<file path="config.mk">
export PLATFORM = sky130hd
export DESIGN_NAME = fft_input_loader_flat
export DESIGN_NICKNAME = d
export VERILOG_FILES = /design/src/rtl/fft_input_loader_if.sv /design/src/rtl/fft_input_loader.sv /design/src/flat_wrapper.sv
export SDC_FILE = /design/constraint.sdc
export NUM_CORES = 1
export LEC_CHECK = 0
export CORE_ASPECT_RATIO = 0.8
export CORE_MARGIN = 8
export CORE_UTILIZATION = 25
export DETAILED_ROUTE_END_ITERATION = 6
export HOLD_SLACK_MARGIN = 0.1
export SLEW_MARGIN = 5
export SYNTH_ARGS = -nofsm -noshare
export SYNTH_HDL_FRONTEND = slang
export SYNTH_SLANG_ARGS = --single-unit
</file>
<file path="constraint.sdc">
create_clock -name clk -period 1.7 [get_ports clk]
set_input_delay 0.255 -clock clk [delete_from_list [all_inputs] [get_ports clk]]
set_output_delay 0.255 -clock clk [all_outputs]
set_load 0.05 [all_outputs]
</file>
<file path="src/rtl/fft_input_loader_if.sv">
// Sampler-to-loader bus: capture strobes in, RAM write port and frame handshake out.
// master = sampler/FFT-controller side, slave = fft_input_loader.
interface fft_input_loader_if #(
  parameter int unsigned N  = 16,
  parameter int unsigned DW = 16
);
  localparam int unsigned AW = $clog2(N);

  logic          sample;
  logic          imag;
  logic          run;
  logic [AW-1:0] addr;
  logic [DW-1:0] din;

  logic          wr_en;
  logic [AW-1:0] wr_addr;
  logic [DW-1:0] wr_re;
  logic [DW-1:0] wr_im;

  logic          frame_valid;
  logic          frame_ack;
  logic          overrun;
  logic          short_frame;

  modport master (
    output sample, imag, run, addr, din, frame_ack,
    input  wr_en, wr_addr, wr_re, wr_im, frame_valid, overrun, short_frame
  );

  modport slave (
    input  sample, imag, run, addr, din, frame_ack,
    output wr_en, wr_addr, wr_re, wr_im, frame_valid, overrun, short_frame
  );
endinterface

</file>
<file path="src/rtl/fft_input_loader.sv">
// Captures an N-point complex frame from the sampler into FFT working RAM and hands it off via valid/ack.
// Optional macro LOADER_BITREV_EN: write pairs at the bit-reversed address (decimation-in-time order).
module fft_input_loader #(
  parameter int unsigned N  = 16,
  parameter int unsigned DW = 16
) (
  input  logic               clk,
  input  logic               rst,
  fft_input_loader_if.slave  bus
);

  localparam int unsigned AW = $clog2(N);
  localparam int unsigned CW = AW + 1;

  typedef enum logic [1:0] {
    S_IDLE = 2'd0,
    S_FILL = 2'd1,
    S_FULL = 2'd2
  } state_t;

  state_t        state_q, state_d;
  logic [DW-1:0] re_hold_q, re_hold_d;
  logic [CW-1:0] pair_cnt_q, pair_cnt_d;
  logic          wr_en_q, wr_en_d;
  logic [AW-1:0] wr_addr_q, wr_addr_d;
  logic [DW-1:0] wr_re_q, wr_re_d;
  logic [DW-1:0] wr_im_q, wr_im_d;
  logic          frame_valid_q, frame_valid_d;
  logic          overrun_q, overrun_d;
  logic          short_frame_q, short_frame_d;

  logic          start_c;
  logic          capture_c;
  logic          pair_done_c;

  // RAM address mapping for a point index
  function automatic logic [AW-1:0] map_addr(input logic [AW-1:0] a);
    logic [AW-1:0] m;
`ifdef LOADER_BITREV_EN
    for (int unsigned i = 0; i < AW; i++) begin
      m[i] = a[AW-1-i];
    end
`else
    m = a;
`endif
    return m;
  endfunction

  // The strobe that opens a frame is itself a capture
  assign start_c     = (state_q == S_IDLE) && bus.run && bus.sample;
  assign capture_c   = bus.sample && ((state_q == S_FILL) || start_c);
  assign pair_done_c = capture_c && bus.imag && (pair_cnt_q == CW'(N - 1));

  // State and datapath registers
  always_ff @(posedge clk or posedge rst) begin
    if (rst) begin
      state_q       <= S_IDLE;
      re_hold_q     <= '0;
      pair_cnt_q    <= '0;
      wr_en_q       <= 1'b0;
      wr_addr_q     <= '0;
      wr_re_q       <= '0;
      wr_im_q       <= '0;
      frame_valid_q <= 1'b0;
      overrun_q     <= 1'b0;
      short_frame_q <= 1'b0;
    end else begin
      state_q       <= state_d;
      re_hold_q     <= re_hold_d;
      pair_cnt_q    <= pair_cnt_d;
      wr_en_q       <= wr_en_d;
      wr_addr_q     <= wr_addr_d;
      wr_re_q       <= wr_re_d;
      wr_im_q       <= wr_im_d;
      frame_valid_q <= frame_valid_d;
      overrun_q     <= overrun_d;
      short_frame_q <= short_frame_d;
    end
  end

  // Next state: a completing pair wins over run falling in the same cycle
  always_comb begin
    state_d = state_q;
    case (state_q)
      S_IDLE: if (start_c) state_d = S_FILL;
      S_FILL: begin
        if (pair_done_c)   state_d = S_FULL;
        else if (!bus.run) state_d = S_IDLE;
      end
      S_FULL: if (bus.frame_ack) state_d = S_IDLE;
      default: state_d = S_IDLE;
    endcase
  end

  // Next values of the registered outputs and capture datapath
  always_comb begin
    re_hold_d     = re_hold_q;
    pair_cnt_d    = pair_cnt_q;
    wr_en_d       = 1'b0;
    wr_addr_d     = wr_addr_q;
    wr_re_d       = wr_re_q;
    wr_im_d       = wr_im_q;
    frame_valid_d = frame_valid_q;
    overrun_d     = overrun_q;
    short_frame_d = short_frame_q;

    if (start_c) begin
      overrun_d     = 1'b0;
      short_frame_d = 1'b0;
      pair_cnt_d    = '0;
    end

    if (capture_c) begin
      if (!bus.imag) begin
        re_hold_d = bus.din;
      end else begin
        wr_en_d    = 1'b1;
        wr_addr_d  = map_addr(bus.addr);
        wr_re_d    = re_hold_q;
        wr_im_d    = bus.din;
        pair_cnt_d = pair_cnt_q + CW'(1);
      end
    end

    case (state_q)
      S_FILL: begin
        if (pair_done_c) begin
          frame_valid_d = 1'b1;
          pair_cnt_d    = '0;
        end else if (!bus.run) begin
          short_frame_d = 1'b1;
          pair_cnt_d    = '0;
        end
      end
      S_FULL: begin
        if (bus.sample)    overrun_d     = 1'b1;
        if (bus.frame_ack) frame_valid_d = 1'b0;
      end
      default: ;
    endcase
  end

  assign bus.wr_en       = wr_en_q;
  assign bus.wr_addr     = wr_addr_q;
  assign bus.wr_re       = wr_re_q;
  assign bus.wr_im       = wr_im_q;
  assign bus.frame_valid = frame_valid_q;
  assign bus.overrun     = overrun_q;
  assign bus.short_frame = short_frame_q;

endmodule

</file>
<file path="src/flat_wrapper.sv">
// flat-port wrapper written by rule: the top's interface ports become plain ports
module fft_input_loader_flat 
#(
  parameter int unsigned N  = 16,
  parameter int unsigned DW = 16
)
  (clk, rst, bus_sample, bus_imag, bus_run, bus_addr, bus_din, bus_frame_ack, bus_wr_en, bus_wr_addr, bus_wr_re, bus_wr_im, bus_frame_valid, bus_overrun, bus_short_frame);
  fft_input_loader_if #(.N(N), .DW(DW)) bus_i ();
  input  logic clk;
  input  logic rst;
  input wire logic [$bits(bus_i.sample)-1:0] bus_sample;
  input wire logic [$bits(bus_i.imag)-1:0] bus_imag;
  input wire logic [$bits(bus_i.run)-1:0] bus_run;
  input wire logic [$bits(bus_i.addr)-1:0] bus_addr;
  input wire logic [$bits(bus_i.din)-1:0] bus_din;
  input wire logic [$bits(bus_i.frame_ack)-1:0] bus_frame_ack;
  output wire logic [$bits(bus_i.wr_en)-1:0] bus_wr_en;
  output wire logic [$bits(bus_i.wr_addr)-1:0] bus_wr_addr;
  output wire logic [$bits(bus_i.wr_re)-1:0] bus_wr_re;
  output wire logic [$bits(bus_i.wr_im)-1:0] bus_wr_im;
  output wire logic [$bits(bus_i.frame_valid)-1:0] bus_frame_valid;
  output wire logic [$bits(bus_i.overrun)-1:0] bus_overrun;
  output wire logic [$bits(bus_i.short_frame)-1:0] bus_short_frame;
  assign bus_i.sample = bus_sample;
  assign bus_i.imag = bus_imag;
  assign bus_i.run = bus_run;
  assign bus_i.addr = bus_addr;
  assign bus_i.din = bus_din;
  assign bus_i.frame_ack = bus_frame_ack;
  assign bus_wr_en = bus_i.wr_en;
  assign bus_wr_addr = bus_i.wr_addr;
  assign bus_wr_re = bus_i.wr_re;
  assign bus_wr_im = bus_i.wr_im;
  assign bus_frame_valid = bus_i.frame_valid;
  assign bus_overrun = bus_i.overrun;
  assign bus_short_frame = bus_i.short_frame;
  fft_input_loader #(.N(N), .DW(DW)) u_core (.clk(clk), .rst(rst), .bus(bus_i));
endmodule
</file>
==> results.json <==
{
  "core_area_um2": 10800,
  "holdWs_ps": 384,
  "cts.sinks": 63,
  "ys_ff_latch": 63,
  "avgSynthCellArea_um2": 15.9,
  "firstDrtPassIters": 4,
  "cts_tree": "yes",
  "drtIter0Drc": 75,
  "synth_cells": 172,
  "path_cells": "ha_1 -> and3_1 -> ha_1 -> nand3_2 -> a21oi_1 -> buf_4 -> a311oi_2",
  "area_growth_pct": 41.9,
  "antenna_found_initial": 0,
  "utilization_pct": 36.1,
  "rows": 34,
  "floorplan.die.width_um": 133,
  "ctsLongestPathBuffers": 2,
  "critPathSlowestCell": "dfrtp_1",
  "critPathArrivalTime_ps": 1840,
  "wl_met1_um": 2950,
  "cts_buffers": 9,
  "ant_nets": 0,
  "grt_pass1_vias": 1905,
  "diodes": 0,
  "dieArea_um2": 14600,
  "crit_required_ps": 1920,
  "worstMarginPinSlew_ps": 344,
  "p_total_mw": 5.84,
  "outcome": "completed",
  "max_freq_mhz": 616,
  "overflow": 0,
  "cts-hold-fix-buffers": 0,
  "cts_max_level": 3,
  "skew_ps": 5.56,
  "top_layer": "met4",
  "clk_latency_ps": 320,
  "grt_pass1_wl_um": 10400,
  "post-route-drc-count": 0,
  "finalCritPeriodShare_pct": 95.5,
  "nets": 284,
  "ios": 66,
  "post_drt_wl_per_cell_um": 15.3,
  "setup_viol": 0,
  "dr_wl_met3_um": 248,
  "finalCriticalPeriod_ps": 1620,
  "synthesis.nets": 200,
  "hold_viol_final": 0,
  "ys_types": 35,
  "drive_above_1_share_pct": 51.7,
  "synth-seq-area-share_pct": 57.5,
  "cts-root-buf": "clkbuf_16",
  "path_clk_slew_ps": 50,
  "gp_congestion": 0.733,
  "relSlewSlack_pct": 77.1,
  "p_leak_nw": 1.75,
  "start_kind": "flop",
  "drv_cap": 0,
  "synth.cell_area_um2": 2740,
  "path_max_fanout": 5,
  "start_util_pct": 25.5,
  "dr_wl_met2_um": 2940,
  "hold_path.class": "input pin to asynchronous set/reset pin",
  "end_kind": "flop",
  "critical-path-top-cell-by-count": "ha_1",
  "num_vias": 1702,
  "crit_type": "flop to flop",
  "grt_max_degree": 64,
  "wirelength_um": 6190,
  "slowest_delay_ps": 390,
  "hpwl_um": 4240,
  "dieHeight_um": 110,
  "yosys_warnings": 0,
  "peakVddDrop_v": 0.000725,
  "track_usage_pct": 9.02,
  "port_buffers": 65,
  "vias_per_cell": 4.20,
  "slew_viol_final": 0,
  "cellPowerDensity_nw_per_um2": 1500
}
logic make-up after synthesis:
logic type / synth area share, %
adders and majority gates: 0.913
and+or+nand+nor: 5.80
DFF: 57.5
buffers and inverters: 3.79
AOI/OAI and AO/OA: 5.02
muxes: 26.9
per-layer routing:
metal	vias up	GRT usage, %
met5	-	0
met4	0	3.23
met3	4	3.20
met2	39	13.8
met1	872	11.6
li1	787	-
where the power goes:
group	internal, mW	total, mW	switching [mW]
combinational	0.781	1.94	1.16
sequential	1.83	2.03	0.202
clock	1.21	1.87	0.654
total	3.82	5.84	2.02
cells in the mapped netlist (all sizes together):
| cell type | instances | area, µm² |
|---|---|---|
| nand4b | 2 | 17.5 |
| o2111ai | 1 | 8.76 |
| nor3b | 4 | 41.3 |
| or2 | 1 | 8.76 |
| a31o | 1 | 8.76 |
| a211oi | 1 | 7.51 |
| dfrtp | 63 | 1580 |
| a21oi | 6 | 30.0 |
| nand2 | 3 | 11.3 |
| a21o | 2 | 16.3 |
| mux2i | 1 | 10.0 |
| clkbuf | 1 | 3.75 |
| nand4 | 1 | 6.26 |
| and4 | 1 | 8.76 |
| a41oi | 2 | 17.5 |
| mux2 | 52 | 728 |
| a311oi | 1 | 8.76 |
| ha | 2 | 25.0 |
| buf | 8 | 86.3 |
| o21ai | 2 | 10.0 |
| nand3 | 2 | 22.5 |
| nand2b | 2 | 12.5 |
| nor2b | 2 | 12.5 |
| a31oi | 2 | 12.5 |
| a22o | 2 | 17.5 |
| inv | 3 | 13.8 |
| and3 | 1 | 6.26 |
| nor2 | 3 | 11.3 |
critical path, delay by kind of cell, from the launching register on:
kind | cells | cell delay (ps)
AO/OA/AOI/OAI | 2 | 270
adder cells (fa/ha/maj) | 2 | 430
buffers and inverters | 1 | 160
flip-flops | 1 | 390
AND/OR/NAND/NOR | 2 | 300
state kept, by name, summed over array words and instances (netlist names):
register and count:
u_core.bus.wr_im 16, u_core.bus.frame_valid 1, u_core.bus.wr_en 1, u_core.state_q 2
u_core.bus.short_frame 1, u_core.re_hold_q 16, u_core.bus.overrun 1, u_core.bus.wr_addr 4
u_core.pair_cnt_q 5, u_core.bus.wr_re 16
worst paths after layout:
path                                        end                  from  slack [ps]  cells after the start
hold / removal              u_core.bus.wr_re[0]                   rst         380                      3
max in group asynchronous   u_core.bus.wr_re[3]                   rst        1030                      3
setup / recovery           u_core.pair_cnt_q[2]  u_core.pair_cnt_q[0]          80                      7
min in group clk             u_core.bus.overrun    u_core.bus.overrun         500                      1
hold reg to reg              u_core.bus.overrun    u_core.bus.overrun         500                      1
setup reg to reg           u_core.pair_cnt_q[2]  u_core.pair_cnt_q[0]          80                      7
cell usage in the layout, fill, tap and decap left out, types with 2 or more instances in the layout:
| master | count |
|---|---|
| a22o_1 | 2 |
| dfrtp_1 | 63 |
| nand4b_1 | 2 |
| nor2_1 | 3 |
| a41oi_1 | 2 |
| clkbuf_16 | 9 |
| mux2_2 | 14 |
| a31oi_1 | 2 |
| o21ai_0 | 2 |
| nand2b_1 | 2 |
| clkdlybuf4s50_1 | 25 |
| nor2b_1 | 2 |
| ha_1 | 2 |
| clkinv_2 | 2 |
| mux2_4 | 38 |
| a21oi_1 | 6 |
| nor3b_1 | 3 |
| clkbuf_8 | 2 |
| buf_12 | 4 |
| nand2_1 | 3 |
| clkinvlp_4 | 2 |
| buf_4 | 53 |
through the flow:
step | area [µm²] | worst slack (ps) | TNS [ps] | std cells
2_1_floorplan | 2740 | 108 | 0 | 172
6_report | 3890 | 76.5 | 0 | 405
3_5_place_dp | 3560 | -223 | -8560 | 389
4_1_cts | 3870 | 32.1 | 0 | 405
3_3_place_gp | 3560 | -212 | -8390 | 389
5_1_grt | 3890 | -15.1 | -15.1 | 405
repair_timing:
| action | CTS | global route |
|---|---|---|
| endpoints found under the setup margin | 0 | 2 |
| resized for setup | 0 | 3 |
| setup buffers | 0 | 0 |
area by class of cell:
| cell class | instances | area, µm² |
|---|---|---|
| clock buffers | 11 | 253 |
| clock inverters | 5 | 56.3 |
| fillers | 1058 | 6880 |
| inverters | 3 | 17.5 |
| multi-input cells | 97 | 1080 |
| flip-flops and latches | 63 | 1580 |
| well taps | 144 | 180 |
| repair buffers | 82 | 728 |
(Power assumes the default switching activity.)
==> patch: new RTL, config.mk and constraints unchanged <==
`re_hold_q` and `wr_addr_q` no longer have a reset.
--- a/src/rtl/fft_input_loader.sv
+++ b/src/rtl/fft_input_loader.sv
@@ -57,6 +57,4 @@
       state_q       <= S_IDLE;
-      re_hold_q     <= '0;
       pair_cnt_q    <= '0;
       wr_en_q       <= 1'b0;
-      wr_addr_q     <= '0;
       wr_re_q       <= '0;
@@ -68,6 +66,4 @@
       state_q       <= state_d;
-      re_hold_q     <= re_hold_d;
       pair_cnt_q    <= pair_cnt_d;
       wr_en_q       <= wr_en_d;
-      wr_addr_q     <= wr_addr_d;
       wr_re_q       <= wr_re_d;
@@ -78,2 +74,7 @@
     end
+  end
+
+  always_ff @(posedge clk) begin
+    re_hold_q <= re_hold_d;
+    wr_addr_q <= wr_addr_d;
   end
Behaviour: not the same (Yosys sat finds a counterexample within 4 cycles, from zero or initial values and one cycle with rst high).
==> patch against the original RTL <==
  * Final area fell by 10%
  * Count of clock-buffer cells in the layout rose by 2
  * Setup slack improved by 0.025 ns
  * Sequential cell count did not move
  * Area after synthesis fell by 11%
  * Fmax rose by 1.5%
  * Sequential share of layout area rose by 7.4 points
  * Total power fell by 22%
  * Routed wire length fell by 6.0%
  * Combinational power fell by 43%
  * Critical endpoint is now u_core.pair_cnt_q[1]
  * Largest cell class unchanged
==> patch: results (changes against the original RTL) <==
{| class="wikitable"
! Metric !! Value
|-
| Number of synthesized flops with an enable pin || 20 (+20)
|-
| Worst reg-to-reg setup slack || 0.10 ns (+0.02 ns)
|-
| Drt via density || 4.21 (+0.18%)
|-
| Ranking of synthesized cells by area || sky130_fd_sc_hd__dfrtp_1 (44%), sky130_fd_sc_hd__edfxtp_1 (25%), sky130_fd_sc_hd__nand2_1 (15%)
|-
| Violation count after the first detailed-route iteration || 67 (-11%)
|-
| Maximum number of pins on one net before global-route repair || 35 (-45%)
|-
| Clock Skews || 0.00606 ns (+0.000497 ns)
|-
| Status || finished, final reports clean
|-
| Placed wire-length estimate after detailed placement || 4.22 mm (-0.49%)
|-
| Number of global-route vias before repair || 1879 (-1.4%)
|-
| Global-route wire length before repair || 9.87 mm (-4.7%)
|-
| Layout Nets || 323 (+14%)
|-
| Sequential share of the synthesized area || 0.690 (+0.115)
|-
| Highest fanout seen on the critical path || 4 (-1)
|-
| Instance area at placement || 0.00320 mm2 (-10%)
|-
| Largest incremental delay on the critical path || 0.37 ns (-0.02 ns)
|-
| IR Drop Worst-Case VDD || 0.548 mV (-24%)
|-
| Nets in the synthesized netlist || 243 (+22%)
|-
| Actual slew at the worst max-slew pin || 0.335 ns (-0.00848 ns)
|-
| Endpoint of the worst-slack reg-to-reg timing path || u_core.pair_cnt_q[1]
|-
| Distinct cell type count of the synthesized netlist || 34 (-2.9%)
|-
| Detailed Route WL || 5.81 mm (-6.0%)
|-
| Filler cell count || 947 (-10%)
|-
| Critical path arrival || 1.80 ns (-0.04 ns)
|-
| Async S/R FF share, synth || 0.683 (-0.317)
|-
| List of most frequent post-synthesis cells || sky130_fd_sc_hd__nand2_1 (100), sky130_fd_sc_hd__dfrtp_1 (43), sky130_fd_sc_hd__edfxtp_1 (20)
|-
| Clock latency on the worst-skew pair || 0.32 ns (about the same)
|-
| Final GP Congestion || 0.774 (+5.6%)
|-
| Ratio of cells with drive above 1 in the final layout || 0.263 (-0.254)
|-
| Standby leakage power || 1.63 nW (-6.9%)
|-
| Global router's overall resource usage || 0.0942 (+0.00407)
|}
## patch: how the worst max path moves through the flow
stage / endpoint / startpoint / depth (start not counted) / slack [ns]
floorplan: u_core.pair_cnt_q[3] / u_core.pair_cnt_q[0] / 6 / 0.08
global placement: u_core.re_hold_q[0] / bus_sample / 5 / -0.03
detailed placement: u_core.pair_cnt_q[0] / bus_sample / 7 / -0.04
CTS: u_core.pair_cnt_q[2] / u_core.pair_cnt_q[0] / 7 / 0.03
global route: u_core.pair_cnt_q[4] / u_core.pair_cnt_q[0] / 7 / 0.003
finish: u_core.pair_cnt_q[1] / u_core.pair_cnt_q[0] / 7 / 0.10
## patch: worst max-delay path: cells and delay by family (launching register included)
| family | cells | cell delay (ns) |
|---|---|---|
| buffers and inverters | 1 | 0.17 |
| adders and majority gates | 2 | 0.35 |
| DFF | 1 | 0.37 |
| AOI/OAI and AO/OA | 1 | 0.22 |
| and+or+nand+nor | 3 | 0.37 |
## patch: area by class of cell
type / count / area (um2) / share of cell area
sequential: 63 / 1680 / 0.480
multi-input combinational: 140 / 702 / 0.201
timing repair buffer: 78 / 686 / 0.196
clock buffer: 13 / 250 / 0.0716
tap: 119 / 149 / 0.0426
clock inverter: 3 / 20.0 / 0.00573
inverter: 3 / 11.3 / 0.00322
## patch: metrics by stage
step / worst slack, ns / TNS, ns / hold WS (ns) / cells
after global routing: 0.00319 / 0 / 0.257 / 419
after global placement: -0.0263 / -0.363 / 0.420 / 402
after detailed placement: -0.0409 / -0.484 / 0.425 / 402
after floorplan: 0.0762 / 0 / 0.343 / 215
final: 0.101 / 0 / 0.222 / 419
after CTS: 0.0326 / 0 / 0.230 / 418
## patch: repair_timing
item                                    4_1_cts  5_1_grt
resized for setup                             1        3
pin swaps                                     0        1
endpoints found under the setup margin        4        5
cloned                                        0        0
buffers inserted                              0        1
## patch: power breakdown
part           internal [W]  total [W]  switching [W]
Clock               0.00102    0.00163       0.000609
Sequential          0.00174    0.00184      0.0000998
Combinational      0.000354    0.00110       0.000749
Total               0.00312    0.00458        0.00146
## patch: cell families after synthesis
| kind of cell | synth area share |
|---|---|
| adders and majority gates | 0.0103 |
| AOI/OAI and AO/OA | 0.0675 |
| muxes | 0.00463 |
| DFF | 0.690 |
| buffers and inverters | 0.0299 |
| and+or+nand+nor | 0.198 |
## patch: per-layer routing
metal,global-route usage,vias to the layer above,wire (um)
met5,0,-,0
met4,0.0308,0,29
met3,0.0379,2,294
met2,0.146,48,2720
met1,0.117,843,2770
li1,-,871,-
